===== config.mk =====
export PLATFORM = sky130hd
export DESIGN_NAME = cacheline_adapter
export DESIGN_NICKNAME = d
export VERILOG_FILES = /design/src/rtl/rv32i_types.sv /design/src/rtl/cacheline_adapter.sv
export SDC_FILE = /design/constraint.sdc
export NUM_CORES = 1
export LEC_CHECK = 0
export CAP_MARGIN = 5
export CORE_MARGIN = 2
export CORE_UTILIZATION = 25
export DETAILED_ROUTE_END_ITERATION = 8
export GPL_TIMING_DRIVEN = 0
export PLACE_DENSITY = 0.47
export SYNTH_ARGS = -nofsm -noshare
export SYNTH_HDL_FRONTEND = slang
export SYNTH_SLANG_ARGS = --single-unit
export TNS_END_PERCENT = 30

===== constraint.sdc =====
create_clock -name clk -period 2.05 [get_ports clk]
set_input_delay 0.41 -clock clk [delete_from_list [all_inputs] [get_ports clk]]
set_output_delay 0.41 -clock clk [all_outputs]
set_load 0.01 [all_outputs]

===== src/rtl/rv32i_types.sv =====
// Shared types for the cache-side memory bridge.
//   adapter_state_t  : cacheline_adapter controller states
//   CACHELINE_WIDTH  : default cache line width in bits
//   BMEM_WIDTH       : default burst-memory data width in bits
package rv32i_types;

  typedef enum logic [2:0] {
    IDLE,
    RD_REQ,
    RD_DATA,
    WR,
    RESP
  } adapter_state_t;

  localparam int CACHELINE_WIDTH = 256;
  localparam int BMEM_WIDTH      = 64;

endpackage


===== src/rtl/cacheline_adapter.sv =====
// cacheline_adapter: bridges the line-wide dfp port to the narrow burst
// memory (bmem). Read bursts are deserialised into one line, dirty lines are
// serialised into write bursts. The burst address is line-aligned.
//
// Ports
//   clk, rst          clock, synchronous active-high reset
//   dfp_addr          request address (line offset bits ignored)
//   dfp_read/write    line requests, held until dfp_resp
//   dfp_wdata         line to write, beat k at [k*BUS_WIDTH +: BUS_WIDTH]
//   dfp_rdata         assembled read line
//   dfp_resp          one-cycle completion pulse
//   bmem_addr         aligned burst address (0 unless requesting/writing)
//   bmem_read         read burst request
//   bmem_write        write beat valid, bmem_wdata is the beat
//   bmem_ready        memory accepts the request or beat this cycle
//   bmem_rdata/rvalid read beat and its qualifier
//
// state   | meaning
// IDLE    | waiting for a dfp request
// RD_REQ  | read burst request presented, waiting for bmem_ready
// RD_DATA | collecting read beats into the line register
// WR      | presenting write beats, advancing on bmem_ready
// RESP    | one-cycle dfp_resp
module cacheline_adapter
  import rv32i_types::*;
#(
  parameter int LINE_WIDTH = CACHELINE_WIDTH,
  parameter int BUS_WIDTH  = BMEM_WIDTH,
  parameter int ADDR_WIDTH = 32
) (
  input  logic                  clk,
  input  logic                  rst,
  input  logic [ADDR_WIDTH-1:0] dfp_addr,
  input  logic                  dfp_read,
  input  logic                  dfp_write,
  input  logic [LINE_WIDTH-1:0] dfp_wdata,
  output logic [LINE_WIDTH-1:0] dfp_rdata,
  output logic                  dfp_resp,
  output logic [ADDR_WIDTH-1:0] bmem_addr,
  output logic                  bmem_read,
  output logic                  bmem_write,
  output logic [BUS_WIDTH-1:0]  bmem_wdata,
  input  logic                  bmem_ready,
  input  logic [BUS_WIDTH-1:0]  bmem_rdata,
  input  logic                  bmem_rvalid
);

  localparam int BEATS  = LINE_WIDTH / BUS_WIDTH;
  localparam int CNT_W  = (BEATS > 1) ? $clog2(BEATS) : 1;
  localparam int OFFSET = $clog2(LINE_WIDTH / 8);
  // Slot arrays are sized to the full counter range so indexing by cnt is
  // always in bounds, including the single-beat configuration.
  localparam int SLOTS  = 1 << CNT_W;
  localparam logic [CNT_W-1:0] LAST_BEAT = CNT_W'(BEATS - 1);

  if (LINE_WIDTH % BUS_WIDTH != 0) begin : g_width_check
    $error("cacheline_adapter: LINE_WIDTH must be a multiple of BUS_WIDTH");
  end

  adapter_state_t state, state_next;

  logic [CNT_W-1:0]                 cnt;
  logic [SLOTS-1:0][BUS_WIDTH-1:0]  rline;
  logic [SLOTS-1:0][BUS_WIDTH-1:0]  wline;
  logic [ADDR_WIDTH-1:0]            addr_q;
  logic [ADDR_WIDTH-1:0]            addr_aligned;
  logic                             last_beat;
  logic                             unused_addr_bits;

  assign addr_aligned     = {dfp_addr[ADDR_WIDTH-1:OFFSET], {OFFSET{1'b0}}};
  assign unused_addr_bits = ^dfp_addr[OFFSET-1:0];
  assign last_beat        = (cnt == LAST_BEAT);

  always_comb begin
    state_next = state;
    case (state)
      IDLE: begin
        if (dfp_write)     state_next = WR;
        else if (dfp_read) state_next = RD_REQ;
      end
      RD_REQ:  if (bmem_ready) state_next = RD_DATA;
      RD_DATA: if (bmem_rvalid && last_beat) state_next = RESP;
      WR:      if (bmem_ready && last_beat) state_next = RESP;
      RESP:    state_next = IDLE;
      default: state_next = IDLE;
    endcase
  end

  always_ff @(posedge clk) begin
    if (rst) begin
      state  <= IDLE;
      cnt    <= '0;
      rline  <= '0;
      wline  <= '0;
      addr_q <= '0;
    end else begin
      state <= state_next;
      case (state)
        IDLE: begin
          cnt <= '0;
          if (dfp_write) begin
            wline[BEATS-1:0] <= dfp_wdata;
            addr_q           <= addr_aligned;
          end else if (dfp_read) begin
            addr_q <= addr_aligned;
          end
        end
        RD_REQ: if (bmem_ready) cnt <= '0;
        RD_DATA: begin
          if (bmem_rvalid) begin
            rline[cnt] <= bmem_rdata;
            cnt        <= cnt + CNT_W'(1);
          end
        end
        WR: if (bmem_ready) cnt <= cnt + CNT_W'(1);
        default: ;
      endcase
    end
  end

  // All bmem/dfp outputs depend on registered state only.
  always_comb begin
    bmem_read  = 1'b0;
    bmem_write = 1'b0;
    dfp_resp   = 1'b0;
    bmem_addr  = '0;
    bmem_wdata = '0;
    case (state)
      RD_REQ: begin
        bmem_read = 1'b1;
        bmem_addr = addr_q;
      end
      WR: begin
        bmem_write = 1'b1;
        bmem_addr  = addr_q;
        bmem_wdata = wline[cnt];
      end
      RESP:    dfp_resp = 1'b1;
      default: ;
    endcase
  end

  assign dfp_rdata = rline[BEATS-1:0];

endmodule


Yosys cells after proc, flatten, opt, wreduce, memory -nomap -nowiden --
Cells that the tools add are included.
Cells by class: add/sub/neg operators 1, $lt $le $gt $ge 2, eq/ne operators 11, multiplexer cells 22, reduce and logical (&&, ||, !) cells 12
Operator list (count):
- bitwise mux 256 bit | 1
- 2-to-1 mux 64 bit | 3
- binary-select mux 64 bit (select 2 bit) | 1
- demux 64 bit (select 2 bit) | 1
- 2-to-1 mux 32 bit | 3
- 2-to-1 mux 3 bit | 5
- case mux 3 bit (4 select lines) | 1
- inequality test 2 bit (second input constant) | 5
- case mux 2 bit (4 select lines) | 1
- AND reduction 4 bit | 2
- == test 3 x 2 -> 1 bit (second input constant) | 2
- 2-to-1 mux 2 bit | 3
- AND reduction 2 bit | 3
- nonzero test 4 bit | 1
- == test 3 x 1 -> 1 bit (second input constant) | 1
- == test 3 bit (second input constant) | 1
- logical AND 1 bit | 3
- logical NOT 3 bit | 1
- less-than comparator 2 x 3 -> 1 bit (second input constant) | 1
- 2-to-1 mux 1 bit | 3
- inequality test 3 bit (second input constant) | 1
- adder 2 x 1 -> 2 bit (second input constant) | 1
- == test 2 bit (second input constant) | 1
- greater-or-equal comparator 2 x 1 -> 1 bit (second input constant) | 1
- 2 further kinds | 2
Word-level totals: register bits after elaboration 549

Logic depth before layout (Yosys ltp) --
depth after elaboration 5, mapped depth 8, depth with buffers taken out 4

Worst setup path after synthesis --
OpenSTA, ideal clock, no wires.
path kind register to output, from register cnt[0], to output bmem_wdata[25], data arrival time 1.542 ns, data required time 1.640 ns, setup slack 0.098 ns, cell stages (with the launch flop) 5, path buffers 2, cell sequence dfxtp_1 buf_4 buf_2 mux4_2 nor2b_1
Between the ends: longest elaborated chain between the ends 3
RTL lines:
- start: declaration | line cacheline_adapter.sv:62 | logic [CNT_W-1:0] cnt;
- start signal: assignment | line cacheline_adapter.sv:112 | cnt <= cnt + CNT_W'(1);
- start signal: assignment | line cacheline_adapter.sv:115 | WR: if (bmem_ready) cnt <= cnt + CNT_W'(1);
- binary-select mux 64 bit (select 2 bit) | line cacheline_adapter.sv:136 | bmem_wdata = wline[cnt];
- 2-to-1 mux 64 bit (implied by the code) | line cacheline_adapter.sv:136
- 2-to-1 mux 64 bit | line cacheline_adapter.sv:128 | case (state)
- end: declaration | line cacheline_adapter.sv:42 | output logic [BUS_WIDTH-1:0] bmem_wdata,
Every way passes these cells. The select of a mux whose other input is x is not followed.

Worst setup path after layout --
from register cnt[0], to output bmem_wdata[43]
Same word-level chain as after synthesis.

==> flow_summary.toml <==
[sta]
worst_pin_slew_ns = 1.18
setup_viol = 89
post-route-period-util_pct = 128
min_period_ns = 2.63
clock_skew_ns = 0.0419
rsz0062_at_grt = "true"
worst_slack_ns = -0.581
slew-limit-headroom_pct = 21.3
slew_violations = 0
hold_viol_final = 0
fmax_mhz = 380
final.setup.tns_ns = -35.66

[run_status]
violations = "negative setup slack"
outcome = "finished with violations"

[die]
start_util_pct = 25.2
rows = 110
die_area_um2 = 93400
die_w_um = 306
design.core.area_um2 = 90100
io_pins = 713
die_h_um = 306

[routing]
drt_pass1_iterations = 5
wire_per_inst_um = 22.3
drt_iter0_markers = 832
drc = 0
ant_nets = 0
wirelength_um = 98700
vias = 19800
vias_per_cell = 4.48

[power_and_ir_drop]
power_density_nw_per_um2 = 773
p_leak_nw = 14.3
vdd_drop_max_uv = 569

[global_route]
grt_pass1_vias = 21000
grt_first_pass_wirelength_um = 140000
grt_start_max_net_pins = 13
antenna_found_initial = 27
grt_usage_pct = 20.4
overflow = 0

[clock_tree]
cts.sinks = 544
hold_buffers = 0
insertion_delay_ns = 0.62
clock_path_buffers = 3
tritoncts = "yes"
cts_max_level = 3
clk_pin_slew_worst_paths_ns = 0.06
cts_made_buffers = 68
cts_root_buf = "clkbuf_16"

[synthesis]
synth_area_leader_cell = "dfxtp_1"
syn_area_um2 = 22700
synth_enable_flop_cells = 0
synth_cells = 2357
seq_area_frac_synth_pct = 47.9
ys_top_cells_by_area = "dfxtp_1 48%, mux2i_1 13%, nand2b_1 10%"
async_flop_share_pct = 0
ys_dominant_reg_cell = "dfxtp_1"
postSynthAreaPerCell_um2 = 9.65
synth_seq_cells = 544
yosysWarnings = 0
synth_cell_types = 31
yosysTopAreaCellShare_pct = 47.9

[final_layout]
fin_util_pct = 39.1
layout-drive-gt1-share_pct = 17.5
fin_nets = 3547
area_growth_pct = 54.9

[setup_path]
critPathMostFrequentCell = "buf_12"
crit_path_end_kind = "output pin"
cp_max_fo = 6
critPathRequiredTime_ns = 1.64
crit_type = "reg -> out"
crit_chain = "buf_12 > buf_12 > buf_12 > mux4_2 > nor2b_4 > buf_6"
crit_arrival_ns = 2.22
start_kind = "flip-flop"
worst_path_largest_cell_delay_ns = 0.49
cpMaxStageDelayCell = "mux4_2"
r2r_slack_ns = 0.09

[placed_design]
io_buffers = 701
hpwl_um = 75100
globalplace.congestion = 0.890

[job]
cap_viol_max_count = 0

[min_path]
worstHoldPathType = "in -> reg"
[layout make-up]
cell class                      count  area, um2
Fill cell                        8872      54900
Tap cell                         1176       1470
Buffer                            187       1470
Inverter                            4       15.0
Multi-Input combinational cell   1623      11300
Clock inverter                     18        208
Clock buffer                      102       2000
Antenna cell                        9       22.5
Timing Repair Buffer              757       7860
Sequential cell                   544      10900
[sequential cells by signal (all words and copies together) (netlist names)]
| signal | count |
|---|---|
| dfp_rdata | 256 |
| wline | 256 |
| addr_q | 27 |
| state | 3 |
| cnt | 2 |
[kinds of logic (layout without fill, tap and decap cells)]
family / Yosys count / after routing / synth area share (%)
other cells: 1 / 14 / 0.0165
simple gates: 1000 / 1000 / 22.4
mux: 351 / 351 / 19.0
buf+inv: 194 / 1068 / 4.74
fa+ha+maj: 4 / 4 / 0.220
compound gates: 263 / 263 / 5.81
flops: 544 / 544 / 47.9
[worst max-delay path, delay by kind of cell, from the launching register on]
| family | cells | cell delay (ns) |
|---|---|---|
| mux | 1 | 0.49 |
| buf+inv | 4 | 0.54 |
| flops | 1 | 0.45 |
| simple gates | 1 | 0.15 |
[per-stage QoR]
| step | total power [mW] | cell area, um2 | setup WS, ns | hold slack (ns) | instances |
|---|---|---|---|---|---|
| 6_report | 27.2 | 35200 | -0.581 | 0.351 | 4420 |
| 5_1_grt | 28.3 | 35200 | -0.655 | 0.346 | 4418 |
| 4_1_cts | 27.5 | 34600 | -0.651 | 0.315 | 4400 |
| 3_5_place_dp | 15.0 | 31300 | -1.26 | 0.446 | 4238 |
| 3_3_place_gp | 14.9 | 31300 | -1.25 | 0.441 | 4238 |
| 2_1_floorplan | 13.2 | 22800 | 0.0978 | 0.433 | 2361 |
[synth_stat cells (3+ instances only)]
library cell / instances
inv_1: 4
nor3b_1: 4
clkbuf_1: 87
nand2b_1: 376
nand2_2: 42
buf_4: 14
nor2b_1: 66
mux4_2: 64
buf_2: 58
nand2_1: 476
ha_1: 4
mux2i_1: 285
dfxtp_1: 544
and2_1: 29
o21ai_0: 3
a21oi_1: 257
buf_6: 27
[report_power, final]
group	total, mW	switching (mW)	internal (mW)
clock	12.0	4.87	7.14
sequential	11.3	0.286	11.0
combinational	3.91	1.83	2.09
total	27.2	6.98	20.3
[final timing paths]
path	start	cells after the start	endpoint
max	cnt[0]	6	bmem_wdata[43]
min	dfp_wdata[23]	3	wline[23]
max reg2reg	state[2]	8	dfp_rdata[89]
min reg2reg	wline[123]	2	wline[123]
[layer usage]
metal	wire [um]	track usage, %
met2	48500	35.6
met3	8950	8.15
met4	3090	7.09
met5	295	0.672
met1	37900	22.2
[cells in the final DEF, fill, tap and decap left out, drive strengths merged]
cell type and n:
inv 5, o21ai 3, nor3b 4, clkbuf 192, nor4bb 1, mux4 64, ha 4, diode 9
a211oi 1, nor4b 1, bufinv 3, buf 247, or4b 1, o21a 1, a31oi 1, clkinvlp 2
nand2 518, and2 29, a21oi 257, nand3b 1, clkdlybuf4s50 582, nor3 1, nor2 1, mux2i 285
nor2b 66, mux2 2, and3 1, nand2b 376, dlymetal6s2s 25, clkinv 12, conb 5, dfxtp 544
[timing repair]
| action | 4_1_cts | 5_1_grt |
|---|---|---|
| setup buffers | 36 | 11 |
| endpoints found under the setup margin | 548 | 495 |
| cloned | 8 | 3 |
| gates resized for setup | 664 | 134 |
| pin swaps | 10 | 8 |
No activity file was read; power rests on OpenSTA's default activity.
